==> src/rtl/bldcm_multi_ramp.sv <==
// ---------------------------------------------------------------------------
// bldcm_multi_ramp
// N-channel six-step BLDC gate-drive generator with an Avalon-MM register
// slave. Each channel owns a phase accumulator (NCO) whose carry-out steps a
// 12-entry commutation sequencer. Even stages drive a full six-step state.
// Odd stages keep only the switch shared by the two neighbouring states, so
// commutation is break-before-make in both directions. A shared prescaler
// paces per-channel acceleration ramps. Direction reversal always ramps
// through zero speed.
//
// Optional feature macro: BLDCM_BRAKE_EN. When defined, CTRL[2] is a brake
// that turns all low sides on and ramps the speed to zero.
//
// Ports
//   iClock            system clock
//   iReset_n          asynchronous active-low reset
//   iAddr[CW+2:0]     word address {channel, reg}
//   iRead / iWrite    Avalon-MM strobes, one access per cycle, no waitrequest
//   iWdata[31:0]      write data
//   oRdata[31:0]      registered read data, valid 1 cycle after iRead
//   oResp[1:0]        2'b00 OKAY, 2'b10 SLAVEERROR, valid 1 cycle after access
//   oUh..oWl          gate drives, bit n = channel n, XOR pInvert per leg
// ---------------------------------------------------------------------------
module bldcm_multi_ramp #(
    parameter int unsigned pChannels     = 2,
    parameter int unsigned pAccWidth     = 32,
    parameter int unsigned pRampPrescale = 1000,
    parameter logic [5:0]  pInvert       = 6'b000000,
    localparam int unsigned CW = (pChannels > 1) ? $clog2(pChannels) : 1
) (
    input  logic                 iClock,
    input  logic                 iReset_n,
    input  logic [CW+2:0]        iAddr,
    input  logic                 iRead,
    output logic [31:0]          oRdata,
    input  logic                 iWrite,
    input  logic [31:0]          iWdata,
    output logic [1:0]           oResp,
    output logic [pChannels-1:0] oUh,
    output logic [pChannels-1:0] oUl,
    output logic [pChannels-1:0] oVh,
    output logic [pChannels-1:0] oVl,
    output logic [pChannels-1:0] oWh,
    output logic [pChannels-1:0] oWl
);

    localparam logic [2:0] REG_CTRL    = 3'd0;
    localparam logic [2:0] REG_TARGET  = 3'd1;
    localparam logic [2:0] REG_RAMP    = 3'd2;
    localparam logic [2:0] REG_STATUS  = 3'd3;
    localparam logic [2:0] REG_CURRATE = 3'd4;

    localparam logic [1:0] RESP_OKAY = 2'b00;
    localparam logic [1:0] RESP_SLVERR = 2'b10;

    localparam int unsigned PW = (pRampPrescale > 1) ? $clog2(pRampPrescale) : 1;

    // Leg order in every 6-bit gate word: {Wl,Wh,Vl,Vh,Ul,Uh}.
    localparam logic [5:0] GATE_BRAKE = 6'b101010;

    // Commutation table. Odd entries keep only the switch common to both
    // neighbouring six-step states.
    function automatic logic [5:0] decodeStage(input logic [3:0] stage);
        logic [5:0] g;
        case (stage)
            4'd0:    g = 6'b001001; // Uh Vl
            4'd1:    g = 6'b000001; // Uh
            4'd2:    g = 6'b100001; // Uh Wl
            4'd3:    g = 6'b100000; // Wl
            4'd4:    g = 6'b100100; // Vh Wl
            4'd5:    g = 6'b000100; // Vh
            4'd6:    g = 6'b000110; // Vh Ul
            4'd7:    g = 6'b000010; // Ul
            4'd8:    g = 6'b010010; // Wh Ul
            4'd9:    g = 6'b010000; // Wh
            4'd10:   g = 6'b011000; // Wh Vl
            4'd11:   g = 6'b001000; // Vl
            default: g = 6'b000000;
        endcase
        return g;
    endfunction

    logic [2:0]    addrReg_s;
    logic [CW-1:0] addrCh_s;
    logic          chValid_s;
    logic          rampPulse_s;
    logic [PW-1:0] preCnt_r;
    logic [31:0]   rdWord_s [pChannels];
    logic [31:0]   rdSel_s;
    logic          rdOk_s;
    logic          wrOk_s;

    assign addrReg_s = iAddr[2:0];
    assign addrCh_s  = iAddr[CW+2:3];
    assign chValid_s = (32'(addrCh_s) < pChannels);

    assign rampPulse_s = (preCnt_r == PW'(pRampPrescale - 1));

    // Shared ramp prescaler, one pulse every pRampPrescale cycles.
    always_ff @(posedge iClock or negedge iReset_n) begin
        if (!iReset_n) begin
            preCnt_r <= '0;
        end else if (rampPulse_s) begin
            preCnt_r <= '0;
        end else begin
            preCnt_r <= preCnt_r + PW'(1);
        end
    end

    // Per-channel control, ramp, NCO, sequencer and registered gate drive.
    for (genvar c = 0; c < pChannels; c++) begin : gCh
        logic                 enable_r;
        logic                 dirReq_r;
        logic                 dirEff_r;
        logic                 brake_s;
        logic [pAccWidth-1:0] target_r;
        logic [pAccWidth-1:0] rateCur_r;
        logic [pAccWidth-1:0] acc_r;
        logic [15:0]          ramp_r;
        logic [3:0]           stage_r;
        logic [5:0]           gate_r;
        logic [pAccWidth-1:0] goal_s;
        logic [pAccWidth-1:0] diff_s;
        logic [pAccWidth-1:0] rateNext_s;
        logic [pAccWidth:0]   accSum_s;
        logic [3:0]           stageStep_s;
        logic [5:0]           gateDec_s;
        logic                 wrSel_s;
        logic                 stageWr_s;
        logic                 atTarget_s;
        logic [31:0]          rd_s;

`ifdef BLDCM_BRAKE_EN
        logic brake_r;
        assign brake_s = brake_r;

        // Brake bit, written together with the rest of CTRL.
        always_ff @(posedge iClock or negedge iReset_n) begin
            if (!iReset_n) begin
                brake_r <= 1'b0;
            end else if (wrSel_s && (addrReg_s == REG_CTRL)) begin
                brake_r <= iWdata[2];
            end else begin
                brake_r <= brake_r;
            end
        end
`else
        assign brake_s = 1'b0;
`endif

        assign wrSel_s    = iWrite && chValid_s && (addrCh_s == CW'(c));
        assign stageWr_s  = wrSel_s && (addrReg_s == REG_STATUS) && (iWdata[3:0] < 4'd12);
        assign accSum_s   = {1'b0, acc_r} + {1'b0, rateCur_r};
        assign atTarget_s = (dirEff_r == dirReq_r) && (rateCur_r == target_r);

        // Next ramp rate: step toward the goal, never overshooting it.
        // A pending reversal or the brake forces the goal to zero.
        always_comb begin
            goal_s     = ((dirReq_r != dirEff_r) || brake_s) ? '0 : target_r;
            diff_s     = '0;
            rateNext_s = rateCur_r;
            if (goal_s > rateCur_r) begin
                diff_s = goal_s - rateCur_r;
                if ((ramp_r == 16'd0) || (pAccWidth'(ramp_r) >= diff_s)) begin
                    rateNext_s = goal_s;
                end else begin
                    rateNext_s = rateCur_r + pAccWidth'(ramp_r);
                end
            end else if (goal_s < rateCur_r) begin
                diff_s = rateCur_r - goal_s;
                if ((ramp_r == 16'd0) || (pAccWidth'(ramp_r) >= diff_s)) begin
                    rateNext_s = goal_s;
                end else begin
                    rateNext_s = rateCur_r - pAccWidth'(ramp_r);
                end
            end else begin
                rateNext_s = rateCur_r;
            end
        end

        // Sequencer step with wrap in the effective direction.
        always_comb begin
            if (!dirEff_r) begin
                stageStep_s = (stage_r == 4'd11) ? 4'd0 : stage_r + 4'd1;
            end else begin
                stageStep_s = (stage_r == 4'd0) ? 4'd11 : stage_r - 4'd1;
            end
        end

        // Gate pattern before polarity: off, brake, or commutation table.
        always_comb begin
            if (!enable_r) begin
                gateDec_s = 6'b000000;
            end else if (brake_s) begin
                gateDec_s = GATE_BRAKE;
            end else begin
                gateDec_s = decodeStage(stage_r);
            end
        end

        // Register read word for the addressed register of this channel.
        always_comb begin
            case (addrReg_s)
                REG_CTRL:    rd_s = {29'd0, brake_s, dirReq_r, enable_r};
                REG_TARGET:  rd_s = 32'(target_r);
                REG_RAMP:    rd_s = {16'd0, ramp_r};
                REG_STATUS:  rd_s = {25'd0, (rateCur_r == '0), dirEff_r, atTarget_s, stage_r};
                REG_CURRATE: rd_s = 32'(rateCur_r);
                default:     rd_s = 32'd0;
            endcase
        end

        // Channel state. Ramp and NCO use register values from before this
        // edge, so a same-cycle TARGET write is seen only by the next pulse.
        // A valid STATUS write overrides an NCO carry in the same cycle.
        always_ff @(posedge iClock or negedge iReset_n) begin
            if (!iReset_n) begin
                enable_r  <= 1'b0;
                dirReq_r  <= 1'b0;
                dirEff_r  <= 1'b0;
                target_r  <= '0;
                ramp_r    <= 16'd0;
                rateCur_r <= '0;
                acc_r     <= '0;
                stage_r   <= 4'd0;
                gate_r    <= pInvert;
            end else begin
                if (wrSel_s && (addrReg_s == REG_CTRL)) begin
                    enable_r <= iWdata[0];
                    dirReq_r <= iWdata[1];
                end
                if (wrSel_s && (addrReg_s == REG_TARGET)) begin
                    target_r <= iWdata[pAccWidth-1:0];
                end
                if (wrSel_s && (addrReg_s == REG_RAMP)) begin
                    ramp_r <= iWdata[15:0];
                end

                if (!enable_r) begin
                    rateCur_r <= '0;
                    acc_r     <= '0;
                    dirEff_r  <= dirReq_r;
                end else begin
                    acc_r <= accSum_s[pAccWidth-1:0];
                    if (rampPulse_s) begin
                        rateCur_r <= rateNext_s;
                        if ((rateCur_r == '0) && (dirReq_r != dirEff_r)) begin
                            dirEff_r <= dirReq_r;
                        end
                    end
                end

                if (stageWr_s) begin
                    stage_r <= iWdata[3:0];
                end else if (enable_r && accSum_s[pAccWidth]) begin
                    stage_r <= stageStep_s;
                end

                gate_r <= gateDec_s ^ pInvert;
            end
        end

        assign rdWord_s[c] = rd_s;
        assign oUh[c] = gate_r[0];
        assign oUl[c] = gate_r[1];
        assign oVh[c] = gate_r[2];
        assign oVl[c] = gate_r[3];
        assign oWh[c] = gate_r[4];
        assign oWl[c] = gate_r[5];
    end

    // Channel select for read data.
    always_comb begin
        rdSel_s = 32'd0;
        for (int c = 0; c < int'(pChannels); c++) begin
            if (addrCh_s == CW'(c)) begin
                rdSel_s = rdWord_s[c];
            end else begin
                rdSel_s = rdSel_s;
            end
        end
    end

    assign rdOk_s = chValid_s && (addrReg_s <= REG_CURRATE);
    assign wrOk_s = chValid_s && ((addrReg_s < REG_STATUS) || (addrReg_s == REG_CURRATE) ||
                                  ((addrReg_s == REG_STATUS) && (iWdata[3:0] < 4'd12)));

    // Registered bus response; data is zero except for a successful read.
    always_ff @(posedge iClock or negedge iReset_n) begin
        if (!iReset_n) begin
            oRdata <= 32'd0;
            oResp  <= RESP_OKAY;
        end else if (iRead) begin
            oRdata <= rdOk_s ? rdSel_s : 32'd0;
            oResp  <= rdOk_s ? RESP_OKAY : RESP_SLVERR;
        end else if (iWrite) begin
            oRdata <= 32'd0;
            oResp  <= wrOk_s ? RESP_OKAY : RESP_SLVERR;
        end else begin
            oRdata <= 32'd0;
            oResp  <= RESP_OKAY;
        end
    end

endmodule

==> config.mk <==
export PLATFORM = sky130hd
export DESIGN_NAME = bldcm_multi_ramp
export DESIGN_NICKNAME = d
export VERILOG_FILES = /design/src/rtl/bldcm_multi_ramp.sv
export SDC_FILE = /design/constraint.sdc
export NUM_CORES = 1
export LEC_CHECK = 0
export CAP_MARGIN = 20
export CORE_ASPECT_RATIO = 1.25
export CORE_MARGIN = 10
export CORE_UTILIZATION = 50
export DETAILED_ROUTE_END_ITERATION = 12
export GPL_ROUTABILITY_DRIVEN = 0
export PLACE_DENSITY = 0.69
export SLEW_MARGIN = 25
export SYNTH_ARGS = -nofsm -noshare
export SYNTH_HDL_FRONTEND = slang
export SYNTH_SLANG_ARGS = --single-unit
==> constraint.sdc <==
create_clock -name iClock -period 5.4 [get_ports iClock]
set_input_delay 0.54 -clock iClock [delete_from_list [all_inputs] [get_ports iClock]]
set_output_delay 0.54 -clock iClock [all_outputs]
set_load 0.02 [all_outputs]
; Word level (Yosys, flattened, before mapping)
; Memories as Yosys holds them, arrays and structs flattened.
; Cells that the tools add are included.
[op_classes]
add_sub_neg = 15
order_cmp = 11
n_eq_ne = 19
mux = 44
n_bitwise = 1
n_reduce_logical = 38
[ops]
columns = operator, n
row1 = 32-bit two-way mux, 19
row2 = 32-bit one-hot mux with 5 select lines, 2
row3 = 16-bit by 32-bit greater-or-equal comparator with 1-bit output, 4
row4 = 32-bit subtractor, 4
row5 = 32-bit by 32-bit adder with 33-bit output, 2
row6 = 32-bit by 16-bit adder with 32-bit output, 2
row7 = 32-bit equality test, 2
row8 = 32-bit greater-than comparator, 2
row9 = 32-bit zero test, 2
row10 = 32-bit < comparator, 2
row11 = 32-bit by 16-bit subtractor with 32-bit output, 2
row12 = 4-bit two-way mux, 10
row13 = 16-bit zero test, 2
row14 = 1-bit logical AND, 19
row15 = 6-bit two-way mux, 2
row16 = "10-bit by 1-bit adder with 10-bit output, second input constant", 1
row17 = "10-bit equality test, second input constant", 1
row18 = 10-bit two-way mux, 1
row19 = "4-bit by 1-bit adder with 4-bit output, second input constant", 2
row20 = "4-bit equality test, second input constant", 2
row21 = 4-bit zero test, 2
row22 = 2-bit two-way mux, 4
row23 = 2-bit AND reduction, 4
row24 = "4-bit by 1-bit subtractor with 4-bit output, second input constant", 2
row25 = other kinds (16), 33
[word_totals]
regBits = 294
mem_bits_ro = 192
output_inout_bits = 46
word_cells = 151
mem_count = 2
[mem_list]
columns = memory, depth, width, read_ports, rd_clocked_by_memory_dff, write_ports, line
row1 = (name not given), 16, 6, 1, 0, 0, 65  ; case (stage)
row2 = (name not given), 16, 6, 1, 0, 0, 65

; Depth between registers and ports, before layout
[logic_depth]
ltp_word = 10
ltp_mapped = 29
mapped_depth_nobuf = 24

; Worst setup path before layout
; OpenSTA, ideal clock, no wires.
[synth_timing]
path_type = register to register
start = register gCh[0].dirEff_r
end = register gCh[0].rateCur_r[11]
setup_time_ps = 129
t_arrival_ps = 5631
required_time_ps = 5271
setup_slack_ps = -360
path_stages_with_launch = 28
path_buffers = 5
period_less_slack_ps = 5760
path_cell_list = dfrtp_1 -> buf_6 -> xnor2_2 -> buf_6 -> clkbuf_1 -> nand2_1 -> ha_1 -> buf_2 -> a21oi_2 -> nand2b_1 -> o311a_1 -> or3_4 -> a21o_1 -> a21oi_1 -> xor2_1 -> ha_1 -> o22ai_1 -> a31o_2 -> a2111oi_0 -> o221a_2 -> o2111ai_1 -> nor4_2 -> nand4b_4 -> nand2_1 -> buf_4 -> nor2_1 -> a221oi_1 -> a21oi_1
[synth_via]
elab_chain_cells = 10
[synth_rtl]
columns = element, line
row1 = start: declaration, 114  ; logic dirEff_r;
row2 = start signal: assignment, 242  ; dirEff_r <= dirReq_r;
row3 = start signal: assignment, 248  ; dirEff_r <= dirReq_r;
row4 = 1-bit != test (*), 159  ; goal_s = ((dirReq_r != dirEff_r) || brake_s) ? '0 : target_r;
row5 = 32-bit two-way mux (*), 159
row6 = 32-bit subtractor, 170  ; diff_s = rateCur_r - goal_s;
row7 = 16-bit by 32-bit greater-or-equal comparator with 1-bit output, 171  ; if ((ramp_r == 16'd0) || (pAccWidth'(ramp_r) >= diff_s)) begin
row8 = 1-bit logical OR, 171
row9 = 32-bit two-way mux, 171
row10 = 32-bit two-way mux, 169  ; end else if (goal_s < rateCur_r) begin
row11 = 32-bit two-way mux, 162  ; if (goal_s > rateCur_r) begin
row12 = 32-bit two-way mux, 245  ; if (rampPulse_s) begin
row13 = 32-bit two-way mux, 239  ; if (!enable_r) begin
row14 = end signal: assignment, 246  ; rateCur_r <= rateNext_s;
row15 = end: declaration, 117  ; logic [pAccWidth-1:0] rateCur_r;
; Mark *: on every way between the ends. The rest lies on a longest branch, timed or not. The select of a mux whose other input is x is not followed.
; A chain may end at the register's enable or synchronous reset.

; Worst setup path in the final report
[layout_timing]
start = register gCh[0].dirEff_r
end = register gCh[0].rateCur_r[13]
; The elaborated chain is that of the path after synthesis.

==> flow_metrics.py <==
metrics = {
    "status": {
        "status": "finished with violations",
        "violations": "negative hold slack",
    },
    "power": {
        "power_leakage_nw": 16.9,
        "p_sw_frac": 0.487,
        "p_int_mw": 8.78,
        "seqPwrFrac": 0.169,
        "combPwrFrac": 0.678,
        "clock_power_share": 0.153,
        "vdd_drop_max_v": 0.000475,
        "p_per_area_nw_per_um2": 460,
        "p_switching_mw": 8.33,
    },
    "global_routing": {
        "grt_pass1_wl_mm": 187,
        "grt_usage": 0.328,
        "grt_max_degree": 122,
        "grt_pass1_vias": 31158,
        "grt_overflow": 0,
        "antenna_found_initial": 2,
    },
    "place": {
        "placed_area_um2": 34800,
        "place_hpwl_mm": 95.0,
        "placement.io_buffers": 84,
    },
    "clocking": {
        "cts_hold_buffers": 0,
        "cts_buffers": 35,
        "clkLatencyLatePin_ns": 0.59,
        "cts_buffer_depth": 3,
        "root_buffer": "clkbuf_16",
        "cts_tree": "done",
        "h-tree-depth": 2,
        "path_clk_slew_ns": 0.07,
        "clock_sinks": 293,
    },
    "detailed_routing": {
        "wl_per_cell_um": 24.8,
        "ant_nets": 0,
        "dr.first_iter.drc_count": 3816,
        "met2_length_mm": 57.1,
        "routedLengthMet1_mm": 44.7,
        "drc_errors": 0,
        "dr.max_layer_used": "met4",
        "wl_mm": 125,
        "drt_pass1_iterations": 7,
        "wl_met3_mm": 10.7,
        "routed_via_density": 6.49,
        "via_count": 32719,
    },
    "worst_setup_path": {
        "cpPeakStageDelay_ns": 0.44,
        "critPathTopFamily": "compound AO/OA/AOI/OAI gates",
        "critical_path_arrival_ns": 5.80,
        "cp-start-kind": "flop",
        "critPathBufInv": 4,
        "worstPathMaxFanout": 8,
        "slowest_stage": "dfrtp_2",
        "cp_data_required_time_ns": 5.83,
        "crit_type": "flop to flop",
        "cp-end-kind": "flop",
    },
    "sta": {
        "tightest_slew_ns": 1.02,
        "final_hold_viol_count": 5,
        "finalSetupViolCount": 0,
        "drv_slew": 0,
        "max_freq_mhz": 186,
        "fin_skew_ns": 0.0428,
        "layout_min_cycle_time_ns": 5.37,
        "period_share": 0.994,
        "setup_tns_ns": 0,
        "rsz0062_at_grt": "yes",
        "whs_ns": -0.0199,
        "worst_slew_margin_rel": 0.311,
    },
    "yosys": {
        "netlist.area_leader.share": 0.237,
        "ys_seq_area_frac": 0.237,
        "synth_nets": 4258,
        "yosysWarningCount": 0,
        "synth_area_per_cell_um2": 7.96,
        "syn-instance-count": 3893,
        "ys_seq_elements": 293,
        "synth.cells.most_frequent": "364 x nand2_1, 351 x a21oi_1, 317 x ha_1",
        "synth_edf_count": 0,
        "syn_area_um2": 31000,
        "synth_cell_types": 105,
        "synth.most_common_cell": "nand2_1",
        "synthArstFlopShare": 1.00,
        "synth_area_leaders": "dfrtp_1 24%, ha_1 13%, xnor2_1 5.8%",
        "synth_ff_type": "dfrtp_1",
        "yosys.area.top_type": "dfrtp_1",
    },
    "final_layout": {
        "nets": 4556,
        "drive_above_1_share": 0.171,
        "area_growth_pct": 20.0,
        "num-fill-cells": 5406,
        "design_area_um2": 37200,
    },
    "min_path": {
        "hp-class": "input port to asynchronous set/reset pin",
    },
    "floorplan": {
        "dieHeight_um": 298,
        "io-pin-count": 86,
        "die_area_um2": 72400,
        "num_rows": 101,
        "placeableCoreArea_um2": 61000,
        "die_w_um": 243,
        "initial_utilization": 0.508,
    },
    "run": {
        "cap_violations": 0,
    },
}
final cells by class:
class	count	area, um^2	share of cell area
Antenna cell	2	5.00	0.000135
Clock buffer	39	911	0.0245
Clock inverter	23	298	0.00801
Inverter	230	863	0.0232
Multi-Input combinational cell	3161	22800	0.612
Sequential cell	293	7340	0.197
Tap cell	824	1030	0.0277
Timing Repair Buffer	470	3980	0.107
through the flow:
step / power (mW) / utilization / setup WS [ns] / std cells
2_1_floorplan: 9.12 / - / 0.00315 / 3893
3_3_place_gp: 13.1 / 0.570 / -0.435 / 4949
3_5_place_dp: 13.2 / 0.570 / -0.427 / 4949
4_1_cts: 16.0 / 0.593 / 0.00135 / 5019
5_1_grt: 18.0 / 0.609 / -0.150 / 5040
6_report: 17.1 / 0.609 / 0.0305 / 5042
final timing paths:
kind	start	end	slack [ns]	cells after the start
max in group asynchronous	iReset_n	gCh[1].acc_r[0]$_DFF_PN0_	4.08	2
worst max register to register	gCh[0].dirEff_r$_DFFE_PN0P_	gCh[0].rateCur_r[13]$_DFFE_PN0P_	0.03	26
worst min-delay path	iReset_n	gCh[0].acc_r[29]$_DFF_PN0_	-0.02	1
worst max-delay path	gCh[0].dirEff_r$_DFFE_PN0P_	gCh[0].rateCur_r[13]$_DFFE_PN0P_	0.03	26
min in group iClock	preCnt_r[0]$_DFF_PN0_	preCnt_r[0]$_DFF_PN0_	0.49	1
worst min register to register	preCnt_r[0]$_DFF_PN0_	preCnt_r[0]$_DFF_PN0_	0.49	1
power by group through the flow:
stage	logic, mW	registers, mW	clock network, mW
floorplan	6.41	2.71	0
global placement	10.2	2.89	0
detailed placement	10.3	2.89	0
CTS	10.5	2.85	2.64
global route	12.4	2.90	2.72
finish	11.6	2.89	2.61
cell usage in the layout, fill, tap and decap left out, drive strengths merged, types with 43 or more instances in the layout:
| master | count |
|---|---|
| buf | 385 |
| nand2 | 365 |
| a21oi | 353 |
| ha | 317 |
| nor2 | 300 |
| dfrtp | 293 |
| o21ai | 247 |
| inv | 232 |
| xnor2 | 207 |
| nand3 | 98 |
| mux2 | 93 |
| xor2 | 86 |
| clkdlybuf4s50 | 82 |
| a21o | 81 |
| nor3 | 80 |
| a22oi | 73 |
| nand4 | 71 |
| a211oi | 52 |
| mux2i | 50 |
| o211ai | 44 |
| nor4 | 43 |
| and2 | 43 |
state kept, by name, indices dropped and copies added (netlist names):
| name | flops |
|---|---|
| gCh.acc_r | 64 |
| gCh.rateCur_r | 64 |
| gCh.target_r | 64 |
| gCh.ramp_r | 32 |
| oRdata | 32 |
| gCh.gate_r | 12 |
| preCnt_r | 10 |
| gCh.stage_r | 8 |
| gCh.dirEff_r | 2 |
| gCh.dirReq_r | 2 |
| gCh.enable_r | 2 |
| oResp | 1 |
cells by family (layout without fill, tap and decap cells):
group | count (synthesis) | count (layout) | synth area share
AO/OA/AOI/OAI | 1200 | 1200 | 0.253
buffers and inverters | 439 | 762 | 0.0564
AND/OR/NAND/NOR | 1199 | 1199 | 0.187
other | 1 | 3 | 0.000121
multiplexers | 143 | 143 | 0.0501
flip-flops | 293 | 293 | 0.237
XOR/XNOR | 293 | 293 | 0.0833
adder cells (fa/ha/maj) | 325 | 325 | 0.133
routing by layer:
metal  track usage  up-vias
met2         0.536     2029
met5             0        -
li1              -    14755
met1         0.372    15300
met3        0.0538      635
met4         0.270        0
repair_timing:
action | 4_1_cts | 5_1_grt
gates resized for setup | 31 | 183
endpoints found under the setup margin | 64 | 64
buffers inserted | 8 | 18
pin swaps | 10 | 74
gates cloned | 0 | 3
(Power assumes the default switching activity.)
